## src/rtl/dmx_input_receiver.sv

```systemverilog
// DMX512 receiver: synchronises the RS-485 line, decodes BREAK/MAB/start code/slots
// and streams each slot into a dual-port EBR through a write-only port.
module dmx_input_receiver #(
  parameter int unsigned CLK_FREQ     = 20_000_000,
  parameter int unsigned BAUD_RATE    = 250_000,
  parameter int unsigned BREAK_MIN_US = 88,
  parameter int unsigned MAB_MIN_US   = 8,
  parameter int unsigned MAX_CHANNELS = 512,
  parameter int unsigned LOSS_TIMEOUT = CLK_FREQ
) (
  input  logic       clk,
  input  logic       rst_n,
  input  logic       DMX_In,
  input  logic       Enable,
  output logic [9:0] EBR_Addr_Wr,
  output logic [7:0] EBR_Data_Wr,
  output logic       EBR_Wr,
  output logic       Frame_Done,
  output logic [9:0] Rx_Channel_Count,
  output logic [7:0] Start_Code,
  output logic       Framing_Error,
  output logic       Signal_Present
);

  localparam int unsigned BIT_CLKS   = CLK_FREQ / BAUD_RATE;
  localparam int unsigned BREAK_CLKS = CLK_FREQ / 1_000_000 * BREAK_MIN_US;
  localparam int unsigned MAB_CLKS   = CLK_FREQ / 1_000_000 * MAB_MIN_US;

  localparam logic [15:0] BIT_LAST  = 16'(BIT_CLKS - 1);
  localparam logic [15:0] HALF_LAST = 16'(BIT_CLKS / 2 - 1);
  localparam logic [15:0] MAB_MIN   = 16'(MAB_CLKS);
  localparam logic [15:0] BRK_MIN   = 16'(BREAK_CLKS);
  localparam logic [9:0]  MAX_SLOTS = 10'(MAX_CHANNELS);
  localparam logic [31:0] LOSS_LOAD = 32'(LOSS_TIMEOUT);

  typedef enum logic [2:0] {
    WAIT_BREAK, BREAK, MAB, START, DATA, STOP, IDLE_SLOT
  } state_t;

  state_t      state, state_n;
  logic        sync1, rx_s, rx_d;
  logic [15:0] low_cnt;
  logic [15:0] cnt, cnt_n;
  logic [2:0]  bit_cnt, bit_n;
  logic [7:0]  shreg, sh_n;
  logic [9:0]  slot_idx, idx_n;
  logic [9:0]  slot_cnt, scnt_n;
  logic        done, done_n;
  logic [31:0] loss_tmr;
  logic [9:0]  addr_n, rcc_n;
  logic [7:0]  data_n, sc_n;
  logic        wr_n, fd_n, fe_n;
  logic        fall, force_brk;

  // Line idles high, so the synchroniser resets to mark to avoid a phantom low run.
  always_ff @(posedge clk or negedge rst_n) begin
    if (!rst_n) begin
      sync1   <= 1'b1;
      rx_s    <= 1'b1;
      rx_d    <= 1'b1;
      low_cnt <= '0;
    end else begin
      sync1 <= DMX_In;
      rx_s  <= sync1;
      rx_d  <= rx_s;
      if (rx_s)                 low_cnt <= '0;
      else if (low_cnt != BRK_MIN) low_cnt <= low_cnt + 16'd1;
    end
  end

  assign fall      = rx_d & ~rx_s;
  assign force_brk = (low_cnt == BRK_MIN) && (state != BREAK);

  always_comb begin
    state_n = state;
    cnt_n   = cnt;
    bit_n   = bit_cnt;
    sh_n    = shreg;
    idx_n   = slot_idx;
    scnt_n  = slot_cnt;
    done_n  = done;
    addr_n  = EBR_Addr_Wr;
    data_n  = EBR_Data_Wr;
    rcc_n   = Rx_Channel_Count;
    sc_n    = Start_Code;
    wr_n    = 1'b0;
    fd_n    = 1'b0;
    fe_n    = 1'b0;
    if (!Enable) begin
      state_n = WAIT_BREAK;
      cnt_n   = '0;
      idx_n   = '0;
      scnt_n  = '0;
      done_n  = 1'b0;
    end else if (force_brk) begin
      // A full BREAK closes whatever frame was in flight.
      if (slot_cnt != 10'd0 && !done) begin
        fd_n  = 1'b1;
        rcc_n = slot_cnt;
      end
      state_n = BREAK;
      cnt_n   = '0;
      idx_n   = '0;
      scnt_n  = '0;
      done_n  = 1'b0;
    end else begin
      if (EBR_Wr && slot_cnt == MAX_SLOTS && !done) begin
        fd_n   = 1'b1;
        rcc_n  = slot_cnt;
        done_n = 1'b1;
      end
      case (state)
        WAIT_BREAK: ;
        BREAK: if (rx_s) begin
          state_n = MAB;
          cnt_n   = '0;
        end
        MAB: begin
          if (!rx_s) begin
            if (cnt < MAB_MIN) state_n = WAIT_BREAK;
            else begin
              state_n = START;
              cnt_n   = '0;
              idx_n   = '0;
            end
          end else if (cnt < MAB_MIN) cnt_n = cnt + 16'd1;
        end
        START: begin
          if (cnt == HALF_LAST) begin
            cnt_n = '0;
            if (!rx_s) begin
              state_n = DATA;
              bit_n   = '0;
            end else state_n = IDLE_SLOT;
          end else cnt_n = cnt + 16'd1;
        end
        DATA: begin
          if (cnt == BIT_LAST) begin
            cnt_n = '0;
            sh_n  = {rx_s, shreg[7:1]};
            bit_n = bit_cnt + 3'd1;
            if (bit_cnt == 3'd7) state_n = STOP;
          end else cnt_n = cnt + 16'd1;
        end
        STOP: begin
          if (cnt == BIT_LAST) begin
            cnt_n   = '0;
            state_n = WAIT_BREAK;
            if (rx_s) begin
              if (slot_idx == 10'd0) begin
                sc_n = shreg;
                if (shreg == 8'h00) begin
                  idx_n   = 10'd1;
                  state_n = IDLE_SLOT;
                end
              end else begin
                addr_n = slot_idx - 10'd1;
                data_n = shreg;
                wr_n   = 1'b1;
                scnt_n = slot_idx;
                if (slot_idx != MAX_SLOTS) begin
                  idx_n   = slot_idx + 10'd1;
                  state_n = IDLE_SLOT;
                end
              end
            end else if (shreg != 8'h00) begin
              // Corrupted frame: keep what was written but never report it complete.
              fe_n   = 1'b1;
              scnt_n = '0;
            end
          end else cnt_n = cnt + 16'd1;
        end
        IDLE_SLOT: if (fall) begin
          state_n = START;
          cnt_n   = '0;
        end
        default: state_n = WAIT_BREAK;
      endcase
    end
  end

  always_ff @(posedge clk or negedge rst_n) begin
    if (!rst_n) begin
      state            <= WAIT_BREAK;
      cnt              <= '0;
      bit_cnt          <= '0;
      shreg            <= '0;
      slot_idx         <= '0;
      slot_cnt         <= '0;
      done             <= 1'b0;
      EBR_Addr_Wr      <= '0;
      EBR_Data_Wr      <= '0;
      EBR_Wr           <= 1'b0;
      Frame_Done       <= 1'b0;
      Rx_Channel_Count <= '0;
      Start_Code       <= '0;
      Framing_Error    <= 1'b0;
    end else begin
      state            <= state_n;
      cnt              <= cnt_n;
      bit_cnt          <= bit_n;
      shreg            <= sh_n;
      slot_idx         <= idx_n;
      slot_cnt         <= scnt_n;
      done             <= done_n;
      EBR_Addr_Wr      <= addr_n;
      EBR_Data_Wr      <= data_n;
      EBR_Wr           <= wr_n;
      Frame_Done       <= fd_n;
      Rx_Channel_Count <= rcc_n;
      Start_Code       <= sc_n;
      Framing_Error    <= fe_n;
    end
  end

  // Signal_Present drops exactly LOSS_TIMEOUT cycles after the last Frame_Done.
  always_ff @(posedge clk or negedge rst_n) begin
    if (!rst_n) begin
      loss_tmr       <= '0;
      Signal_Present <= 1'b0;
    end else if (!Enable) begin
      loss_tmr       <= '0;
      Signal_Present <= 1'b0;
    end else if (fd_n) begin
      loss_tmr       <= LOSS_LOAD;
      Signal_Present <= 1'b1;
    end else if (loss_tmr != 32'd0) begin
      loss_tmr <= loss_tmr - 32'd1;
      if (loss_tmr == 32'd1) Signal_Present <= 1'b0;
    end
  end

endmodule
```

## config.mk

```make
export PLATFORM = sky130hd
export DESIGN_NAME = dmx_input_receiver
export DESIGN_NICKNAME = d
export VERILOG_FILES = /design/src/rtl/dmx_input_receiver.sv
export SDC_FILE = /design/constraint.sdc
export NUM_CORES = 1
export LEC_CHECK = 0
export CORE_ASPECT_RATIO = 0.7
export CORE_MARGIN = 4
export CORE_UTILIZATION = 44
export CTS_CLUSTER_DIAMETER = 100
export DETAILED_ROUTE_END_ITERATION = 16
export PLACE_DENSITY = 0.69
export SLEW_MARGIN = 5
export SYNTH_ARGS = -nofsm -noshare
export SYNTH_HDL_FRONTEND = slang
export SYNTH_SLANG_ARGS = --single-unit
```

## constraint.sdc

```tcl
create_clock -name clk -period 3.08 [get_ports clk]
set_clock_uncertainty 0.2 [all_clocks]
set_input_delay 0.462 -clock clk [delete_from_list [all_inputs] [get_ports clk]]
set_output_delay 0.462 -clock clk [all_outputs]
set_load 0.05 [all_outputs]
```

* Yosys cells after proc, flatten, opt, wreduce, memory -nomap -nowiden
Index checks and enable logic that the tools add are counted.
Operators by class: add/sub/neg operators 6, multipliers 0, div/mod/pow operators 0, magnitude comparators 1, equal/unequal tests 42, shift operators 0, muxes and demuxes 78, bitwise logic cells 4, reductions and logical operators 25
Operators with widths (count):
- $mux 10 | 19
- $mux 16 | 11
- $mux 32 | 3
- $pmux 16 s5 | 1
- $mux 3 | 16
- $ne 4x4->1 const B | 10
- $add 16x1->16 const B | 2
- $eq 32x1->1 const B | 1
- $reduce_bool 32->1 | 1
- $sub 32x1->32 const B | 1
- $mux 1 | 23
- $pmux 3 s7 | 1
- $ne 5x5->1 const B | 4
- $pmux 10 s2 | 1
- $ne 3x1->1 const B | 6
- $reduce_and 6->1 | 3
- $eq 16x11->1 const B | 1
- $eq 16x6->1 const B | 1
- $eq 16x7->1 const B | 1
- $lt 16x8->1 const B | 1
- $ne 16x11->1 const B | 1
- $eq 3x3->1 const B | 4
- $add 10x1->10 const B | 1
- $eq 10x10->1 const B | 1
- 29 further kinds | 42
Storage, ports and cells: bits in registers 142, bits in latches 0, memory bits (writable) 0, memory bits (read-only) 0, input port bits 4, memories 0

* Longest topological paths before layout
depth after elaboration 8, gate-level depth with buffers 11, depth with buffers taken out 8

* Least setup slack after synthesis
Ideal clock, no wire load.
path type reg2reg, from register cnt[11], to register EBR_Addr_Wr[0], library setup time 127 ps, arrival time 2610 ps, data required time 2753 ps, setup slack 143 ps, cell stages (with the launch flop) 10, clock period less this slack 2937 ps, cells stage by stage dfrtp_1 or4_1 or4_1 buf_2 or2_4 or3_1 buf_4 buf_6 nand2_1 o21ai_2
Between the ends: longest elaborated chain between the ends 2
RTL lines:
- start: declaration | RTL line 43 | logic [15:0] cnt, cnt_n;
- start signal: assignment | RTL line 200 | cnt <= cnt_n;
- $eq 16x7->1 | RTL line 146 | if (cnt == BIT_LAST) begin
- $reduce_and 6->1 (no source line)
- end signal: assignment | RTL line 206 | EBR_Addr_Wr <= addr_n;
- end: declaration | RTL line 15 | output logic [9:0] EBR_Addr_Wr,
No other way between the ends. A chain may end at the register's enable or synchronous reset.

* Worst setup path after layout
from register cnt[0], to register slot_idx[9]
Between the ends: longest elaborated chain between the ends 3
RTL lines:
- $lt 16x8->1 or $eq 16x7->1 (tied branches) | RTL line 120, 146
- $ne 4x4->1 (no source line)
- $reduce_and 7->1 (no source line) *
- end signal: assignment | RTL line 203 | slot_idx <= idx_n;
- end: declaration | RTL line 46 | logic [9:0] slot_idx, idx_n;
Mark *: on every way between the ends. The rest lies on a longest branch, timed or not.

==> qor_table.md <==
| Stage | Item | This run |
|---|---|---|
| clock network | Post-CTS clock slew at the launch and capture registers of the worst setup and hold paths | 60 ps |
| logic synthesis | Multiplexer fraction of the synthesized cell area | 0.0465 |
| clock network | Clk buf depth | 2 |
| logic synthesis | Yosys top cell area share | 0.484 |
| logic synthesis | Post-Synthesis Net Count | 743 |
| logic synthesis | Most common cell in the netlist | dfrtp_1 |
| setup path | CP Launch Point | cnt[0] |
| cells and area | Filler cells | 1357 |
| global route | Most congested layer reported by global routing | met2 |
| floorplan | Area inside the core boundary | 0.0157 mm^2 |
| timing | Setup repair after global routing missed its margin | true |
| pwr | Cell Int Power | 0.00391 W |
| global route | Antenna violations before repair | 0 |
| route | Count of antenna-violating nets left after detailed routing | 0 |
| logic synthesis | Post-Synthesis Cells | 728 |
| clock network | CTS Root Cell | clkbuf_16 |
| clock network | Worst-Skew Late Latency | 420 ps |
| pwr | Comb pwr share | 0.194 |
| pwr | Pleak | 3.97 nW |
| pwr | Areal power density over the cells | 625 mW/mm^2 |
| setup path | Sort of element at the start of the critical path | flip-flop |
| timing | Count of endpoints failing setup in the final report | 0 |
| logic synthesis | Yosys warning total | 0 |
| logic synthesis | Post-synth top area cell | dfrtp_1 |
| logic synthesis | Post-synthesis register bit count | 142 |
| timing | Hold Fails Final Rpt | 0 |
| route | Pre-antenna DRT Iters | 5 |
| pwr | Total power of the final layout | 0.00547 W |
| cells and area | Area overhead of the layout relative to synthesis | 21.9% |
| logic synthesis | Most frequent cells after synthesis | 139 x dfrtp_1, 79 x nor2_1, 69 x nand2_1 |
| global route | Via count of the first global-routing pass | 5676 |
| cells and area | Post-layout nets | 809 |
| floorplan | DIE WIDTH | 161 um |
| clock network | Number of buffers created by CTS | 17 |
| placement | Estimated wirelength of the detail-placed design | 11500 um |
| setup path | Critical path arrival | 3170 ps |
| placement | Number of buffer cells added on primary ports | 43 |
| setup path | Critical path capture point | slot_idx[9] |
| pwr | Worst voltage drop across the vdd grid | 0.000367 V |
| logic synthesis | Unique cell type count in the Yosys netlist | 63 |
| logic synthesis | Flip-flop cell with the highest count after synthesis | dfrtp_1 |
| placement | Weighted congestion at the end of routability-driven global placement | 0.857 |
| timing | Slew Limit Fails | 0 |
| logic synthesis | Post-synthesis simple-gate area fraction | 0.232 |
| global route | GR Overflow Total | 0 |
| cells and area | Fin cells | 1027 |
| pwr | Share of power burned in the clock network | 0.423 |
| pwr | Sw Pwr | 0.00156 W |
| timing | Final Cycle Share | 0.986 |
| route | Aggregate routed wire length | 16500 um |
| route | Iteration-0 DRC count of the detailed router | 359 |
| global route | Wire length of the first global-routing pass | 28400 um |
| timing | Final Critical Period | 3040 ps |
| clock network | H-tree lvl count | 4 |
| setup path | R2r setup slk | 40 ps |
| timing | Slew at the pin closest to its max-slew limit | 844 ps |
| pwr | Part of the power in registers | 0.384 |
| cells and area | Antenna diode count | 0 |
| placement | Placed insts | 994 |
| clock network | Post-CTS Setup Inserts | 0 |
| timing | Post-Route Hold Slack | 157 ps |
| clock network | CTS tree | built |
| timing | Worst relative slew slack | 0.438 |
| logic synthesis | Synthesized-area fraction occupied by xor and xnor cells | 0.0586 |
| route | Ratio of routed vias to standard cells | 5.52 |
| route | Routed length per instance | 16.0 um |
| setup path | Crit Path Class | flip-flop to flip-flop |
| global route | Met1 Usage GRT | 0.267 |
| logic synthesis | Adder and majority gate portion of the synthesized area | 0.0192 |
| pwr | Switching share of total power | 0.285 |
| cells and area | Combined area of the multi-input logic cells | 0.00342 mm^2 |
| global route | Total GRT Usage | 0.186 |
| logic synthesis | Cell types with the largest area share after synthesis | dfrtp_1 48%, mux2_2 4.2%, nor2_1 4.1% |
| route | Vias after detailed routing | 5669 |
| cells and area | Share of final-layout standard cells stronger than drive strength 1 | 0.147 |
| floorplan | Die Footprint | 0.0185 mm^2 |
| setup path | End of the worst register-to-register path | slot_idx[9] |
| logic synthesis | Combinational family with the most area after synthesis | simple AND/OR/NAND/NOR gates |
| global route | Met3 Use GR | 0.0466 |
| logic synthesis | Number of enable-type register cells in the synthesized netlist | 0 |
| global route | GR met2 Demand/Resource | 0.285 |
| timing | Final worst-path setup slack | 43.8 ps |
| logic synthesis | Mapped Avg Cell Area | 9.86 um^2 |
| logic synthesis | Post-synth ARST share | 1.00 |
| job | Max-cap violation count | 0 |
| placement | Post-placement setup slack | 53.6 ps |
| worst hold path | Path category of the worst min-delay check | flip-flop to flip-flop |
| clock network | Clock tree sinks | 142 |
| setup path | Worst-case reg-to-reg path depth | 7 |
| run status | Outcome | complete, no violations |
| global route | Maximum number of pins on one net before global-route repair | 67 |
| logic synthesis | Sequential element share of the synthesized area | 0.495 |
| floorplan | Height of the chip | 115 um |
| logic synthesis | Compound-cell area share of the yosys netlist | 0.117 |
| cells and area | Share of the core filled with cells in the final layout | 0.556 |
| route | DRC violation count after routing | 0 |
| setup path | Worst reg2reg startpoint | cnt[0] |
| setup path | Worst Path Required | 3210 ps |
| floorplan | FP Rows | 38 |
| cells and area | Register cell area after layout | 0.00356 mm^2 |
| floorplan | Initial Util | 0.456 |
| floorplan | I/O pin count | 44 |
| setup path | Category of the worst setup path capture point | flip-flop |
| timing | Maximum clock rate | 329 MHz |
| logic synthesis | Combined area of all synthesized cells | 0.00718 mm^2 |
| setup path | Maximum fanout encountered on the critical timing path | 6 |
what timing repair did:
| item | 4_1_cts | 5_1_grt |
|---|---|---|
| hold buffers | 1 | 0 |
| gates resized for setup | 0 | 6 |
| endpoints found under the hold margin | 64 | 0 |
| setup endpoints to repair | 0 | 33 |
cells in the final DEF, fill, tap and decap left out, drive strengths merged, types with 4 or more instances in the layout:
cell type,Yosys,layout
dfrtp,139,139
nor2,79,79
nand2,69,69
clkdlybuf4s50,0,42
buf,9,39
o21ai,36,36
nand3,30,30
xnor2,29,29
mux2,27,27
nor3,25,25
inv,19,21
nor4,20,20
clkbuf,26,20
xor2,19,19
a22o,18,18
a21oi,17,17
or3,16,16
nand4,11,11
nand2b,11,11
ha,11,11
or4,10,10
nor2b,9,9
a21o,9,9
a211oi,8,8
nand3b,6,6
and3,6,6
o21a,6,6
or2,6,6
o211ai,5,5
o31ai,5,5
bufinv,0,5
o22ai,5,5
clkinv,0,5
nor3b,4,4
nor4b,4,4
and2,4,4
cell type report:
cell class                      instances  share of cell area
Clock buffer                           20              0.0522
Multi-Input combinational cell        532               0.391
Clock inverter                         12              0.0237
Timing Repair Buffer                   82              0.0873
Sequential cell                       142               0.406
Tap cell                              220              0.0315
Inverter                               19             0.00815
layer usage:
layer  up-vias  part of all wire
met3        13             0.044
li1       2725                 -
met2       106              0.45
met1      2825              0.50
met5         -                 0
met4         0            0.0086
critical path, cell delays in order (launching register included):
cell and delay [ps]:
dfrtp_1 400, ha_1 230, or4bb_1 460, or4_4 540, nor3b_1 340, o22ai_2 200
or4_1 490, o211ai_1 90
registers in the layout, summed over array words and instances, names as in the netlist, 3 cells and up:
signal and cells:
loss_tmr 32, slot_cnt 10, EBR_Addr_Wr 10, state 3
low_cnt 16, cnt 16, bit_cnt 3, slot_idx 10
Rx_Channel_Count 10, Start_Code 8, EBR_Data_Wr 8, shreg 8
cell families after synthesis:
logic type / Yosys count
DFF: 142
buffers and inverters: 54
and+or+nand+nor: 321
muxes: 30
xor gates and xnor gates: 48
AOI/OAI and AO/OA: 122
adders and majority gates: 11
power by group through the flow:
stage               clock, W  combinational [W]  sequential [W]
finish               0.00231            0.00106         0.00210
global route         0.00244            0.00121         0.00212
CTS                  0.00234            0.00106         0.00210
detailed placement         0            0.00105         0.00213
global placement           0            0.00101         0.00212
floorplan                  0           0.000813         0.00210
how the worst min path moves through the flow:
stage / start / endpoint / slack, ps / cells past startpoint
after floorplan: rst_n / EBR_Addr_Wr[0] / -30 / 0
after global placement: sync1 / rx_s / 150 / 0
after detailed placement: sync1 / rx_s / 150 / 0
after CTS: sync1 / rx_s / 160 / 0
after global routing: sync1 / rx_s / 160 / 0
final: sync1 / rx_s / 160 / 0
metrics by stage:
step / instance area (um^2) / setup TNS [ps]
2_1_floorplan: 7180 / 0
3_3_place_gp: 8050 / 0
3_5_place_dp: 8050 / 0
4_1_cts: 8730 / 0
5_1_grt: 8750 / -39.9
6_report: 8750 / 0
No activity file was read; power rests on OpenSTA's default activity.
